--- src/rtl/demux_pkg.sv ---
// Shared constants and types for the round-robin demux dispatcher.
package demux_pkg;

  localparam int NCH  = 4;
  localparam int SELW = 2;

  typedef enum logic {
    EMPTY,
    HOLD
  } dispatch_state_t;

  localparam logic MODE_RR    = 1'b0;
  localparam logic MODE_FIXED = 1'b1;

endpackage

--- src/rtl/rr_pick4.sv ---
// First set bit of a 4-bit mask, searching upward from ptr with wrap-around.
module rr_pick4
  import demux_pkg::*;
(
  input  logic [SELW-1:0] ptr,
  input  logic [NCH-1:0]  mask,
  output logic [SELW-1:0] target,
  output logic            found
);

  logic [SELW-1:0] idx;

  always_comb begin
    target = '0;
    found  = 1'b0;
    idx    = '0;
    for (int unsigned k = 0; k < NCH; k++) begin
      // SELW-bit addition wraps modulo NCH
      idx = ptr + SELW'(k);
      if (!found && mask[idx]) begin
        found  = 1'b1;
        target = idx;
      end
    end
  end

endmodule

--- src/rtl/demux_rr_dispatcher.sv ---
// Steers a valid/ready word stream onto one of four channels (round-robin
// over an enable mask or fixed select), holding each word until accepted.
module demux_rr_dispatcher #(
  parameter int WIDTH = 8,
  parameter int NCH   = 4,
  parameter int SELW  = 2,
  parameter int CNTW  = 16
) (
  input  logic             clk,
  input  logic             rst,
  input  logic             in_valid,
  output logic             in_ready,
  input  logic [WIDTH-1:0] in_data,
  input  logic             mode,
  input  logic [SELW-1:0]  cfg_sel,
  input  logic [NCH-1:0]   chan_en,
  output logic [WIDTH-1:0] out_data,
  output logic [SELW-1:0]  out_sel,
  output logic [NCH-1:0]   out_valid,
  input  logic [NCH-1:0]   out_ready,
  output logic             busy,
  output logic [CNTW-1:0]  word_cnt
);

  import demux_pkg::*;

  dispatch_state_t state;
  logic [SELW-1:0] ptr;
  logic [SELW-1:0] rr_target;
  logic            rr_found;
  logic [SELW-1:0] target;
  logic            found;
  logic            deliver;
  logic            load;

  rr_pick4 u_pick (
    .ptr    (ptr),
    .mask   (chan_en),
    .target (rr_target),
    .found  (rr_found)
  );

  always_comb begin
    target   = rr_target;
    found    = rr_found;
    if (mode == MODE_FIXED) begin
      target = cfg_sel;
      found  = chan_en[cfg_sel];
    end
    deliver  = (state == HOLD) && out_ready[out_sel];
    // Accepting while the held word leaves gives one word per cycle
    in_ready = !rst && found && ((state == EMPTY) || deliver);
    load     = in_valid && in_ready;
  end

  assign busy = (state == HOLD);

  always_ff @(posedge clk) begin
    if (rst) begin
      state     <= EMPTY;
      ptr       <= '0;
      out_data  <= '0;
      out_sel   <= '0;
      out_valid <= '0;
      word_cnt  <= '0;
    end else begin
      if (load) begin
        out_data  <= in_data;
        out_sel   <= target;
        out_valid <= NCH'(1) << target;
        state     <= HOLD;
        if (mode == MODE_RR)
          ptr <= target + SELW'(1);
      end else if (deliver) begin
        out_valid <= '0;
        state     <= EMPTY;
      end
      if (deliver && (word_cnt != '1))
        word_cnt <= word_cnt + CNTW'(1);
    end
  end

endmodule

--- config.mk ---
export PLATFORM = sky130hd
export DESIGN_NAME = demux_rr_dispatcher
export DESIGN_NICKNAME = d
export VERILOG_FILES = /design/src/rtl/demux_pkg.sv /design/src/rtl/rr_pick4.sv /design/src/rtl/demux_rr_dispatcher.sv
export SDC_FILE = /design/constraint.sdc
export NUM_CORES = 1
export LEC_CHECK = 0
export BUFFER_PORTS_ARGS = -buffer_cell sky130_fd_sc_hd__clkbuf_2
export CAP_MARGIN = 25
export CORE_MARGIN = 2
export CORE_UTILIZATION = 45
export DETAILED_ROUTE_END_ITERATION = 12
export GPL_TIMING_DRIVEN = 0
export PLACE_DENSITY = 0.83
export SETUP_SLACK_MARGIN = 0.1
export SLEW_MARGIN = 10
export SYNTH_ARGS = -nofsm -noshare
export SYNTH_HDL_FRONTEND = slang
export SYNTH_SLANG_ARGS = --single-unit
--- constraint.sdc ---
create_clock -name clk -period 1.8 [get_ports clk]
set_input_delay 0.36 -clock clk [delete_from_list [all_inputs] [get_ports clk]]
set_output_delay 0.36 -clock clk [all_outputs]
set_load 0.01 [all_outputs]
==> results of run 1 <==
## registers in the layout, indices dropped and copies added (netlist names)
register,cells
busy,1
out_data,8
out_sel,2
out_valid,4
ptr,2
word_cnt,16
## area by class of cell
cell class | instances | area [um2] | share of cell area [%]
buffer | 7 | 63.81 | 2.673
timing repair buffer | 66 | 395.4 | 16.56
sequential | 33 | 689.4 | 28.88
inverter | 4 | 15.01 | 0.6289
clock buffer | 8 | 80.08 | 3.354
tap | 48 | 60.06 | 2.516
multi-input combinational | 144 | 1084 | 45.39
## metrics by stage
stage	total power [W]	setup slack (ns)	setup TNS [ns]	instance area [um2]	hold slack, ns
2_1_floorplan	0.0009312	0.04983	0	1704	0.4939
3_3_place_gp	0.001006	-0.1654	-0.3335	2024	0.4614
3_5_place_dp	0.001012	-0.1713	-0.5645	2024	0.4688
4_1_cts	0.001566	-0.03949	-0.09549	2215	0.3049
5_1_grt	0.001654	-0.1198	-0.2712	2387	0.3217
6_report	0.001581	-0.05493	-0.05627	2387	0.3126
## kinds of logic after synthesis
logic type | Yosys count | synth area share (%)
AO/OA/AOI/OAI | 30 | 11.64
flip-flops | 33 | 39.14
XOR/XNOR | 8 | 4.151
buffers and inverters | 12 | 4.596
AND/OR/NAND/NOR | 82 | 24.69
adder cells (fa/ha/maj) | 5 | 3.706
multiplexers | 19 | 12.08
## report_power, final
| part | internal (W) | total, W | switching [W] |
|---|---|---|---|
| Clock | 0.000274 | 0.000528 | 0.000254 |
| Sequential | 0.000751 | 0.000774 | 0.0000238 |
| Combinational | 0.000142 | 0.000278 | 0.000136 |
## routing by layer
| metal | track usage (%) | routed length [um] | vias to the layer above |
|---|---|---|---|
| met5 | 0 | 0 | - |
| met4 | 9.115 | 59 | 0 |
| met3 | 4.281 | 262 | 7 |
| met2 | 34.82 | 2214 | 53 |
| met1 | 22.78 | 1780 | 767 |
| li1 | - | - | 822 |
## final timing paths
| path | from | endpoint | slack [ns] | cells after the start |
|---|---|---|---|---|
| max | out_sel[0] | in_ready | -0.05 | 4 |
| min | in_data[5] | out_data[5] | 0.31 | 3 |
| max reg2reg | out_sel[0] | word_cnt[11] | 0 | 6 |
| min reg2reg | out_valid[2] | out_valid[2] | 0.47 | 2 |
## layout by cell type (no fill, tap or decap), types with 6 or more instances in the layout
master	n
sky130_fd_sc_hd__a21oi_1	8
sky130_fd_sc_hd__nor2_1	27
sky130_fd_sc_hd__buf_4	7
sky130_fd_sc_hd__clkbuf_8	6
sky130_fd_sc_hd__buf_6	9
sky130_fd_sc_hd__nand3_1	7
sky130_fd_sc_hd__nand2_1	8
sky130_fd_sc_hd__dfxtp_1	20
sky130_fd_sc_hd__dfxtp_2	8
sky130_fd_sc_hd__clkbuf_2	52
sky130_fd_sc_hd__nand2b_1	6
sky130_fd_sc_hd__mux2i_1	17
## worst max-delay path, delay by kind of cell, from the launching register on
family,cells,cell delay [ns]
AO/OA/AOI/OAI,1,0.18
buffers and inverters,1,0.15
flip-flops,1,0.39
multiplexers,1,0.32
AND/OR/NAND/NOR,1,0.18
## timing repair
action	in CTS	in global routing
endpoints found under the setup margin	14	32
pin swaps	7	15
setup buffers	8	5
hold buffers	0	0
gates resized for setup	10	41
gates cloned	1	0
==> results.txt, run 1 <==
* 1st-pass router iterations: 5
- Run status: complete, but fails checks
- Unrepaired setup endpoints after global routing: yes
- The cell count after synthesis came out at 189.
- Data arrival at the endpoint of the critical path: 1.49 ns
- TritonCTS Buffers: 5
- At the end of routability-driven placement, the weighted congestion stood at 0.9082.
- From synthesis to final layout, the design area changed by 41.44%.
- Final period utilization: 103.1%
- DRC violation count after routing: 0
- Worst skew pair latency: 0.28 ns
* Post-synth top cells: 33 x sky130_fd_sc_hd__dfxtp_1, 28 x sky130_fd_sc_hd__nor2_1, 17 x sky130_fd_sc_hd__mux2i_1
- Buffers placed on the I/O ports in this run total 52.
- Clock slew at reported path FFs: 0.06 ns
- FF+latch count, synth: 33
- Detailed placement finished with a half-perimeter wire length of 2.798 mm.
- STA classifies the critical path endpoint as an output pin.
- At the worst endpoint, the required time is 1.44 ns.
- Overall track demand over capacity in global routing: 19.79%
* Average instance area after synthesis: 8.931 um2
- STA classifies the critical path startpoint as a flip-flop.
- Number of pins with negative max-slew slack in the final report: 0
- The floorplan step set the die width to 65.25 um.
- On the worst path, the slowest cell contributes a delay of 0.39 ns.
* Violation count after the first detailed-routing iteration: 79
- Setup ws final: -0.05493 ns
- Across the VDD grid, the largest voltage drop is 0.4185 mV.
- In this run the clock root is driven by a sky130_fd_sc_hd__clkbuf_8.
- The final route contains 1649 vias.
- CTS built an H-tree with a depth of 2.
* Post-Synthesis Net Count: 216
* Share of async-settable or async-resettable flops after synthesis: 0%
- Entering global routing, the biggest net connects 11 pins.
- Number of placed instances, taps included: 289
* Maximum fanout count along the critical path: 5
* Setup CP Type: flip-flop to output pin
* Post-route ant nets: 0
- Failing checks: setup timing
* Die area: 0.004257 mm2
* Starting density of the core: 46.45%
* Antenna diode count: 0
- For this run, the register share of the synthesized area comes to 39.14%.
- Wire length of the first global-routing pass: 6.520 mm
* Util after Layout: 65.70%
- The tool flagged a number of max-cap violations equal to 0.
* NumNets Final: 288
- Die extent in y: 65.25 um
- Static power due to leakage: 1.042 nW
- 54 I/O pins were placed.
- At the pin with the least slew margin, the transition time is 0.4777 ns.
- The netlist uses 38 different library cells.
* Most frequent cell after synthesis: sky130_fd_sc_hd__dfxtp_1
- Between clock sinks in the finished design, the worst skew comes to 0.001644 ns.
- Standard-cell row count: 22
* GR Overflow Total: 0
- Detail-routed via count per cell: 5.319
* Post-synth EDFFs: 0
* Crit path max-delay cell type: sky130_fd_sc_hd__dfxtp_4
- For this run, the number of Yosys warnings is 0.
* Cell area after synthesis: 0.001688 mm2
* Filler cell count: 325
- Fraction of final layout cells with drive strength greater than 1: 42.37%
- The clock passes through at most 2 buffers.
- Fin crit period: 1.855 ns
* Area fraction of the dominant cell type after synthesis: 39.14%
- Non-filler instance count after layout: 310
- In the final routed layout, each cell accounts on average for 13.93 um.
* Relative slew slack: 68.16%
* Maximum operating frequency: 0.5391 GHz
* Number of hold-slack violations in the final timing report: 0
- Min-Delay Path Class: primary input to flip-flop
- Library cell occupying the most area in the post-synthesis netlist: sky130_fd_sc_hd__dfxtp_1
- Setup violations remaining at the end of the flow were counted as 2.
- Placeable core region: 0.003633 mm2
* Worst path cell trace: mux2_4, a2bb2oi_4, nor3b_2, clkbuf_2
* Post-synth top flop: sky130_fd_sc_hd__dfxtp_1
* Antenna violations before repair: 0
- By area the synthesized netlist is led by sky130_fd_sc_hd__dfxtp_1 39%, sky130_fd_sc_hd__mux2i_1 10%, sky130_fd_sc_hd__nor2_1 6.2%.
* Power Dens Cells: 662.1 mW/mm2
* Sinks on Clock Net: 33
- Via count of the first global-routing pass: 1541
- TritonCTS clock tree: yes
- Total wirelength of the detailed-routed design: 4.317 mm
Note: power is estimated with default switching activity, not from simulation.
==> run 2: changes to the inputs <==
--- a/config.mk
+++ b/config.mk
@@ -5,13 +5,14 @@
 export SDC_FILE = /design/constraint.sdc
 export NUM_CORES = 1
 export LEC_CHECK = 0
+export ABC_AREA = 1
 export BUFFER_PORTS_ARGS = -buffer_cell sky130_fd_sc_hd__clkbuf_2
 export CAP_MARGIN = 25
 export CORE_MARGIN = 2
-export CORE_UTILIZATION = 45
+export CORE_UTILIZATION = 47
 export DETAILED_ROUTE_END_ITERATION = 12
 export GPL_TIMING_DRIVEN = 0
-export PLACE_DENSITY = 0.83
+export PLACE_DENSITY = 0.84
 export SETUP_SLACK_MARGIN = 0.1
 export SLEW_MARGIN = 10
 export SYNTH_ARGS = -nofsm -noshare
==> run 2 against run 1 <==
The flow still finishes with violations (setup timing). Total power increased by 9.2%. Register-to-register slack got worse by 0.07 ns. First-iteration DRC count increased by 110%. Utilization increased by 2.2 points. Routed wire length increased by 27%. Non-clock buffer count decreased by 2. Sequential power about the same. Die area increased by 12%. Clock power decreased by 3.8%. Critical path depth increased by 6. Global-route usage increased by 1.3 points. Area after synthesis increased by 18%.
==> results.txt, run 2 <==
- Run status: complete, but fails checks (unchanged).
- Failing checks: setup timing (unchanged).
* Synthesized netlist cell count: 291 (was 189)
- Filler cell count: 334 (was 325)
- The required time at the worst-slack endpoint came to 1.44 ns (about the same).
- The transition time at the pin with the least slew margin was 0.6039 ns (was 0.4777 ns).
- Worst skew pair latency: 0.28 ns (about the same)
* Critical Path End Type: output pin (unchanged)
- Pin count of the biggest net entering global routing: 11 (unchanged)
* FF+latch count, synth: 33 (unchanged)
- Die Wd: 69.02 um (was 65.25 um)
- Number of hold-slack violations in the final timing report: 0 (unchanged)
- Setup ws final: -0.09937 ns (was -0.05493 ns)
* Maximum fanout count along the critical path: 8 (was 5)
- Maximum vdd drop: 0.7840 mV (was 0.4185 mV)
* Post-synth top flop: sky130_fd_sc_hd__dfxtp_1 (unchanged)
- The clock tree from TritonCTS is yes (unchanged).
* Max-cap violations: 0 (unchanged)
- The remaining number of nets flagged by the antenna check after routing came to 0 (unchanged).
- The final estimated routing congestion in global placement was 0.9338 (was 0.9082).
- Yosys warns: 0 (unchanged)
* Internal power component: 0.001190 W (was 0.001167 W)
* Average instance area after synthesis: 6.828 um2 (was 8.931 um2)
- Relative slew slack: 59.74% (was 68.16%)
- The part of the Yosys area used for sequential elements came to 33.25% (was 39.14%).
- DP Wirelength: 3.661 mm (was 2.798 mm)
- The maximum achievable frequency was 0.5265 GHz (was 0.5391 GHz).
- Starting density of the core: 49.32% (was 46.45%)
- The number of flip-flops under the largest register name is 16 (unchanged).
* IO Port Bufs: 53 (was 52)
- The clock transition at the registers of the reported paths is 0.06 ns (about the same).
* Maximum root-to-sink buffer count: 2 (unchanged)
* Multi-input combinational cell area: 0.001315 mm2 (was 0.001084 mm2)
* Data arrival at the endpoint of the critical path: 1.54 ns (was 1.49 ns)
* Number of distinct library cell variants in the gate-level netlist after synthesis: 30 (was 38)
- Routed wirelength normalized by instance count: 13.30 um (was 13.93 um)
* Die area: 0.004764 mm2 (was 0.004257 mm2)
- Slack of the worst reg-to-reg path: -0.07 ns (was 0 ns)
- Setup skew after layout: 0.004480 ns (was 0.001644 ns)
- The number of antenna violations at the first check in global routing was 0 (unchanged).
* Via count: 2161 (was 1649)
* Total wirelength of the detailed-routed design: 5.494 mm (was 4.317 mm)
* Part of the total power dissipated in combinational logic: 25.7% (was 17.6%)
- The remaining routing DRC violations is 0 (unchanged).
- Placeable core region: 0.004029 mm2 (was 0.003633 mm2)
- Post-Synthesis Net Count: 318 (was 216)
- 1st-pass router iterations: 4 (was 5)
- The floorplan row count came to 23 (was 22).
- Overall track demand over capacity in global routing: 21.12% (was 19.79%)
- The total negative setup slack is -0.4947 ns (was -0.05627 ns).
- Unrepaired setup endpoints after global routing: yes (unchanged).
- Fin crit period: 1.899 ns (was 1.855 ns)
* Violation count after the first detailed-routing iteration: 166 (was 79)
- Wire length of the first global-routing pass: 8.390 mm (was 6.520 mm)
* Post-synth EDFFs: 0 (unchanged)
* GR Overflow Total: 0 (unchanged)
- The max-slew violation total from the final report is 0 (unchanged).
- The fraction of post-synthesis cell area in the top cell type by area is 33.25% (was 39.14%).
* Via count of the first global-routing pass: 1932 (was 1541)
- Most area-consuming cells after synthesis: sky130_fd_sc_hd__dfxtp_1 33%, sky130_fd_sc_hd__nand2_1 16%, sky130_fd_sc_hd__inv_1 6.4% (was sky130_fd_sc_hd__dfxtp_1 39%, sky130_fd_sc_hd__mux2i_1 10%, sky130_fd_sc_hd__nor2_1 6.2%).
- Most frequent cell after synthesis: sky130_fd_sc_hd__nand2_1 (was sky130_fd_sc_hd__dfxtp_1)
- Kind of start point of the critical path: flip-flop (unchanged)
* Number of setup violations in the final report: 13 (was 2)
- Most frequent standard cell in the layout excluding fill and tap cells: sky130_fd_sc_hd__nand2_1 (was sky130_fd_sc_hd__clkbuf_2)
- Seq. cell area: 669.4 um2 (was 689.4 um2)
* Signed area change from the synthesized netlist to the final layout: 37.59% (was 41.44%)
* Final period utilization: 105.5% (was 103.1%)
- The cell accounting for the most synthesized area is sky130_fd_sc_hd__dfxtp_1 (unchanged).
- Setup CP Type: flip-flop to output pin (unchanged)
- The combined area of all synthesized cells came to 0.001987 mm2 (was 0.001688 mm2).
- Fraction of final layout cells with drive strength greater than 1: 42.15% (was 42.37%)
- Antenna diode count: 0 (unchanged)
- The average vias per placed instance came to 5.232 (was 5.319).
- The H-tree level count is 2 (unchanged).
- Min-Delay Path Class: primary input to flip-flop (unchanged)
- The die extent in y is 69.02 um (was 65.25 um).
* Power share of the clock group: 29.5% (was 33.4%)
* Sinks on Clock Net: 33 (unchanged)
* Commonest cells after routing, fill and taps aside: 67 x sky130_fd_sc_hd__nand2_1, 53 x sky130_fd_sc_hd__clkbuf_2, 31 x sky130_fd_sc_hd__inv_1 (was 52 x sky130_fd_sc_hd__clkbuf_2, 27 x sky130_fd_sc_hd__nor2_1, 20 x sky130_fd_sc_hd__dfxtp_1)
- The power density of the placed cells came to 631.2 mW/mm2 (was 662.1 mW/mm2).
- Share of async-settable or async-resettable flops after synthesis: 0% (unchanged)
* Static power due to leakage: 1.242 nW (was 1.042 nW)
- Share of total power in sequential cells: 44.8% (was 49.0%)
* Total I/O pin count: 54 (unchanged)
* Largest reg by FF count: word_cnt (unchanged)
* NumNets Final: 391 (was 288)
- Switching component of the power: 0.0005361 W (was 0.0004138 W)
- Registers with the highest flip-flop counts: word_cnt x16, out_data x8, out_valid x4 (unchanged)
- TritonCTS Buffers: 5 (unchanged)
* Post-synth top cells: 84 x sky130_fd_sc_hd__nand2_1, 34 x sky130_fd_sc_hd__inv_1, 33 x sky130_fd_sc_hd__dfxtp_1 (was 33 x sky130_fd_sc_hd__dfxtp_1, 28 x sky130_fd_sc_hd__nor2_1, 17 x sky130_fd_sc_hd__mux2i_1)
- Setup slack after placement: -0.08950 ns (was -0.1713 ns)
- Root Buffer: sky130_fd_sc_hd__clkbuf_8 (unchanged)
- Fraction of power spent switching nets: 31.07% (was 26.18%)
==> run 2: cell count changes after synthesis, sizes merged, moves of 5 or more <==
cell	before	now
o31ai	6	0
inv	4	39
nand3	8	25
nor2	28	20
or4	5	0
mux2i	17	0
nand2	10	99
a21oi	9	25
nand2b	6	0
==> run 2: final timing paths <==
| kind | startpoint | end | cells past startpoint |
|---|---|---|---|
| worst max-delay path | ptr[0] | in_ready | 10 |
| worst min-delay path | in_data[0] | out_data[0] | 3 |
| worst min register to register | word_cnt[0] | word_cnt[0] | 1 |
| worst max register to register | ptr[0] | out_data[6] | 13 |
==> run 2: layout make-up <==
| type | count | share of cell area, % |
|---|---|---|
| Clock inverter | 1 | 0.1831 |
| Inverter | 39 | 6.178 |
| Clock buffer | 5 | 2.517 |
| Timing Repair inverter | 1 | 0.2288 |
| Sequential cell | 33 | 24.49 |
| Tap cell | 50 | 2.288 |
| Buffer | 6 | 2.105 |
| Multi-Input combinational cell | 213 | 48.10 |
| Timing Repair Buffer | 65 | 13.91 |
==> run 2: critical path, stage by stage (launching register included) <==
cell	delay (ns)
sky130_fd_sc_hd__dfxtp_2	0.32
sky130_fd_sc_hd__buf_8	0.13
sky130_fd_sc_hd__inv_8	0.08
sky130_fd_sc_hd__nand2_2	0.07
sky130_fd_sc_hd__nand3_2	0.10
sky130_fd_sc_hd__nand2_4	0.08
sky130_fd_sc_hd__nor2_8	0.14
sky130_fd_sc_hd__nand3_4	0.10
sky130_fd_sc_hd__nand2_2	0.07
sky130_fd_sc_hd__inv_1	0.03
sky130_fd_sc_hd__clkbuf_2	0.11
==> run 2: layer usage <==
| metal | vias to the layer above | wire length [um] | global-route usage [%] |
|---|---|---|---|
| met3 | 9 | 290 | 4.971 |
| met5 | - | 0 | 0 |
| li1 | 1084 | - | - |
| met1 | 995 | 2246 | 25.63 |
| met2 | 73 | 2883 | 35.79 |
| met4 | 0 | 73 | 8.497 |
==> run 2: metrics by stage <==
step / util, % / cells / cell area [um2] / hold WS, ns / power [W]
final: 67.86 / 413 / 2734 / 0.3082 / 0.001726
after global routing: 67.86 / 413 / 2734 / 0.3023 / 0.001819
after CTS: 63.07 / 406 / 2541 / 0.3055 / 0.001674
after detailed placement: 58.35 / 394 / 2351 / 0.4624 / 0.001125
after global placement: 58.35 / 394 / 2351 / 0.4566 / 0.001119
after floorplan: - / 291 / 2023 / 0.4361 / 0.001029
==> run 2: cell families (layout without fill, tap and decap cells) <==
group	count (synthesis)	in the layout	share of synthesized area [%]
AOI/OAI and AO/OA	34	34	10.39
DFF	33	33	33.25
xor gates and xnor gates	6	6	2.645
buffers and inverters	45	117	10.01
and+or+nand+nor	168	168	40.55
adders and majority gates	5	5	3.149
==> run 2: power by group through the flow <==
stage | combinational, W | sequential, W | clock [W]
after global routing | 0.000484 | 0.000776 | 0.000558
after global placement | 0.000332 | 0.000786 | 0
final | 0.000444 | 0.000774 | 0.000508
after floorplan | 0.000234 | 0.000794 | 0
after CTS | 0.000384 | 0.000773 | 0.000517
after detailed placement | 0.000338 | 0.000787 | 0
==> run 2: timing repair <==
item,in CTS,in global routing
gates resized for setup,25,35
setup endpoints to repair,20,29
gates cloned,0,2
pin swaps,15,12
hold buffers,0,0
buffers inserted,6,5
==> run 3: changes to the inputs <==
--- a/config.mk
+++ b/config.mk
@@ -8,7 +8,6 @@
 export ABC_AREA = 1
 export BUFFER_PORTS_ARGS = -buffer_cell sky130_fd_sc_hd__clkbuf_2
 export CAP_MARGIN = 25
-export CORE_MARGIN = 2
 export CORE_UTILIZATION = 47
 export DETAILED_ROUTE_END_ITERATION = 12
 export GPL_TIMING_DRIVEN = 0
==> run 3 against run 2 <==
Utilization grew 2.6 points. Design area increased by 3.8%. Hold slack improved by 0.0022 ns. Combinational power grew 6.1%. Routed wire length up 8.7%. Sequential share of layout area shrank 0.73 points. Clock skew is 0.0016 ns lower. Non-clock buffer count is 9 higher. Final cell count increased by 2.4%. The flow still finishes with violations (setup timing). Sequential power about the same.
==> results.txt, run 3 (same netlist as run 2, synthesis figures left out) <==
* Via count of the first global-routing pass: 1959 (was 1932)
* TritonCTS clock tree: yes (unchanged)
- The final estimated routing congestion in global placement is 0.8854 (was 0.9338).
- Standard-cell row count: 23 (unchanged)
* Min-Delay Path Class: primary input to flip-flop (unchanged)
- Setup ws final: -0.1358 ns (was -0.09937 ns)
- Starting density of the core: 49.32% (unchanged)
- Clock slew at reported path FFs: 0.07 ns (was 0.06 ns)
- The growth of design area from synthesis to finish came to 42.88% (was 37.59%).
- The portion of the clock cycle consumed by the worst path in the final layout came to 107.5% (was 105.5%).
- The highest ir drop seen on vdd came to 0.4429 mV (was 0.7840 mV).
* Worst-Margin Slew: 0.5624 ns (was 0.6039 ns)
- Unrepaired setup endpoints after global routing: yes (unchanged).
- Endpoint of the worst register-to-register path: out_sel[1] (was out_data[6])
- The max-capacitance violation count was 0 (unchanged).
- Kind of start point of the critical path: flip-flop (unchanged)
- The H-tree level count came to 2 (unchanged).
- Failing checks: setup timing (unchanged)
* Critical Path End Type: flip-flop (was output pin)
* Static power due to leakage: 1.309 nW (was 1.242 nW)
- The share of layout cells above drive strength 1 is 43.97% (was 42.15%).
* TritonCTS Buffers: 5 (unchanged)
- Placeable core region: 0.004029 mm2 (unchanged)
- The die extent in y is 67.02 um (was 69.02 um).
- The category of the most critical setup path is flip-flop to flip-flop (was flip-flop to output pin).
- Fin crit period: 1.936 ns (was 1.899 ns)
- GR Overflow Total: 0 (unchanged)
* Number of pins with negative max-slew slack in the final report: 0 (unchanged)
- Routed wirelength normalized by instance count: 14.12 um (was 13.30 um)
- The buffer cell driving the clock tree root is sky130_fd_sc_hd__clkbuf_8 (unchanged).
- The number of clock sinks was 33 (unchanged).
- The terminating pin of the worst hold path is out_data[0] (unchanged).
- Largest reg by FF count: word_cnt (unchanged)
- The total negative setup slack was -1.001 ns (was -0.4947 ns).
- The arrival time at the worst endpoint came to 2.12 ns (was 1.54 ns).
- Util after Layout: 70.47% (was 67.86%)
- Commonest cells after routing, fill and taps aside: 65 x sky130_fd_sc_hd__nand2_1, 53 x sky130_fd_sc_hd__clkbuf_2, 31 x sky130_fd_sc_hd__inv_1 (was 67 x sky130_fd_sc_hd__nand2_1, 53 x sky130_fd_sc_hd__clkbuf_2, 31 x sky130_fd_sc_hd__inv_1).
- Wire length of the first global-routing pass: 8.707 mm (was 8.390 mm)
- Total I/O pin count: 54 (unchanged)
* Maximum root-to-sink buffer count: 2 (unchanged)
- Antenna diode count: 0 (unchanged)
- 1st-pass router iterations: 4 (unchanged)
* Post-route ant nets: 0 (unchanged)
* Number of hold-slack violations in the final timing report: 0 (unchanged)
- The final-layout fill cell count is 310 (was 334).
- The width of the chip was 67.02 um (was 69.02 um).
* DP Wirelength: 3.605 mm (was 3.661 mm)
* Launch point of the worst hold path: in_data[0] (unchanged)
- Registers with the highest flip-flop counts: word_cnt x16, out_data x8, out_valid x4 (unchanged).
* Required time worst endpoint: 1.99 ns (was 1.44 ns)
- Detail-routed via count per cell: 5.456 (was 5.232)
* Hold-fix buffers at CTS: 0 (unchanged)
- DRC violation count after routing: 0 (unchanged)
- NumNets Final: 400 (was 391)
* Maximum operating frequency: 0.5166 GHz (was 0.5265 GHz)
- The count of cells along the worst hold path was 3 (unchanged).
- The clock latency at the later pin of the worst-skew pair is 0.29 ns (was 0.28 ns).
* Relative slew slack: 62.51% (was 59.74%)
* Number of flip-flops in the largest register: 16 (unchanged)
- RR Startpoint: ptr[0] (unchanged)
- Overall track demand over capacity in global routing: 25.82% (was 21.12%)
- The worst reg2reg path depth came to 14 (was 13).
* Number of setup violations in the final report: 18 (was 13)
- Via count: 2308 (was 2161)
- Antenna violations before repair: 0 (unchanged)
- Total wirelength of the detailed-routed design: 5.972 mm (was 5.494 mm)
- Power Dens Cells: 638.9 mW/mm2 (was 631.2 mW/mm2)
* Slack of the worst reg-to-reg path: -0.14 ns (was -0.07 ns)
- The port buffer count came to 53 (unchanged).
- The floorplan die area was 0.004492 mm2 (was 0.004764 mm2).
- The most common cell after layout, fill and taps aside is sky130_fd_sc_hd__nand2_1 (unchanged).
- Run status: complete, but fails checks (unchanged)
* Maximum fanout count along the critical path: 8 (unchanged)
* Violation count after the first detailed-routing iteration: 209 (was 166)
* Setup skew after layout: 0.002923 ns (was 0.004480 ns)
- Pin count of the biggest net entering global routing: 11 (unchanged)
run 3: changes by cell type in the layout (fill, tap and decap cells not counted), moves of 2 or more:
| cell | delta |
|---|---|
| sky130_fd_sc_hd__nand2_2 | +4 |
| sky130_fd_sc_hd__inv_2 | +2 |
| sky130_fd_sc_hd__inv_4 | -2 |
| sky130_fd_sc_hd__dfxtp_4 | +2 |
| sky130_fd_sc_hd__buf_4 | +6 |
| sky130_fd_sc_hd__nand2_4 | -2 |
| sky130_fd_sc_hd__dfxtp_2 | -2 |
| sky130_fd_sc_hd__nand2_1 | -2 |
run 3: per-layer routing:
| metal | GRT usage, % | share of wire [%] |
|---|---|---|
| met1 | 30.84 | 40 |
| met4 | 8.511 | 1.8 |
| met5 | 0 | 0 |
| met2 | 44.75 | 50 |
| met3 | 5.822 | 7.5 |
run 3: worst max-delay path: stages (launching register included):
cell	delay (ns)
sky130_fd_sc_hd__dfxtp_2	0.32
sky130_fd_sc_hd__buf_8	0.13
sky130_fd_sc_hd__nand2_1	0.14
sky130_fd_sc_hd__nand2_1	0.08
sky130_fd_sc_hd__o21ai_2	0.16
sky130_fd_sc_hd__inv_2	0.08
sky130_fd_sc_hd__nand3_4	0.11
sky130_fd_sc_hd__buf_6	0.10
sky130_fd_sc_hd__buf_4	0.11
sky130_fd_sc_hd__nand3_4	0.14
sky130_fd_sc_hd__buf_12	0.18
sky130_fd_sc_hd__inv_6	0.07
sky130_fd_sc_hd__nand3_1	0.09
sky130_fd_sc_hd__nand2_1	0.07
sky130_fd_sc_hd__inv_1	0.03
run 3: through the flow:
step           setup WS [ns]  power (W)  hold slack [ns]  instances  cell area (um2)
2_1_floorplan         0.1011   0.001029           0.4361        291             2023
3_3_place_gp        -0.03703   0.001117           0.4575        394             2351
3_5_place_dp        -0.07139   0.001126           0.4594        394             2351
4_1_cts             -0.07432   0.001757           0.3011        415             2639
5_1_grt              -0.1962   0.001886           0.3100        423             2839
6_report             -0.1358   0.001814           0.3104        423             2839
run 3: timing repair:
| action | 4_1_cts | 5_1_grt |
|---|---|---|
| gates cloned | 1 | 2 |
| setup buffers | 13 | 6 |
| pin swaps | 20 | 15 |
| setup endpoints to repair | 25 | 33 |
| gates resized for setup | 30 | 32 |
run 3: report_power, final:
| group | switching, W | total, W | internal, W | leakage [nW] |
|---|---|---|---|---|
| Combinational | 0.000273 | 0.000471 | 0.000198 | 0.994 |
| Sequential | 0.0000221 | 0.000774 | 0.000752 | 0.271 |
| Clock | 0.000266 | 0.000569 | 0.000303 | 0.0443 |
run 3: how the worst max path moves through the flow:
stage | from | end | depth (start not counted) | slack, ns
final | ptr[0] | out_sel[1] | 14 | -0.14
after global routing | ptr[0] | out_sel[1] | 14 | -0.20
after CTS | ptr[0] | in_ready | 11 | -0.07
after detailed placement | chan_en[1] | out_valid[2] | 12 | -0.07
after global placement | chan_en[3] | out_valid[1] | 13 | -0.04
after floorplan | ptr[0] | out_valid[1] | 14 | 0.10
run 3: area by class of cell:
| cell class | count | area, um2 | share of cell area (%) |
|---|---|---|---|
| multi-input combinational | 213 | 1326 | 46.72 |
| sequential | 33 | 674.4 | 23.75 |
| timing repair buffer | 74 | 461.7 | 16.26 |
| inverter | 39 | 166.4 | 5.862 |
| clock buffer | 7 | 86.33 | 3.041 |
| tap | 50 | 62.56 | 2.204 |
| buffer | 6 | 57.56 | 2.027 |
| timing repair inverter | 1 | 3.754 | 0.1322 |
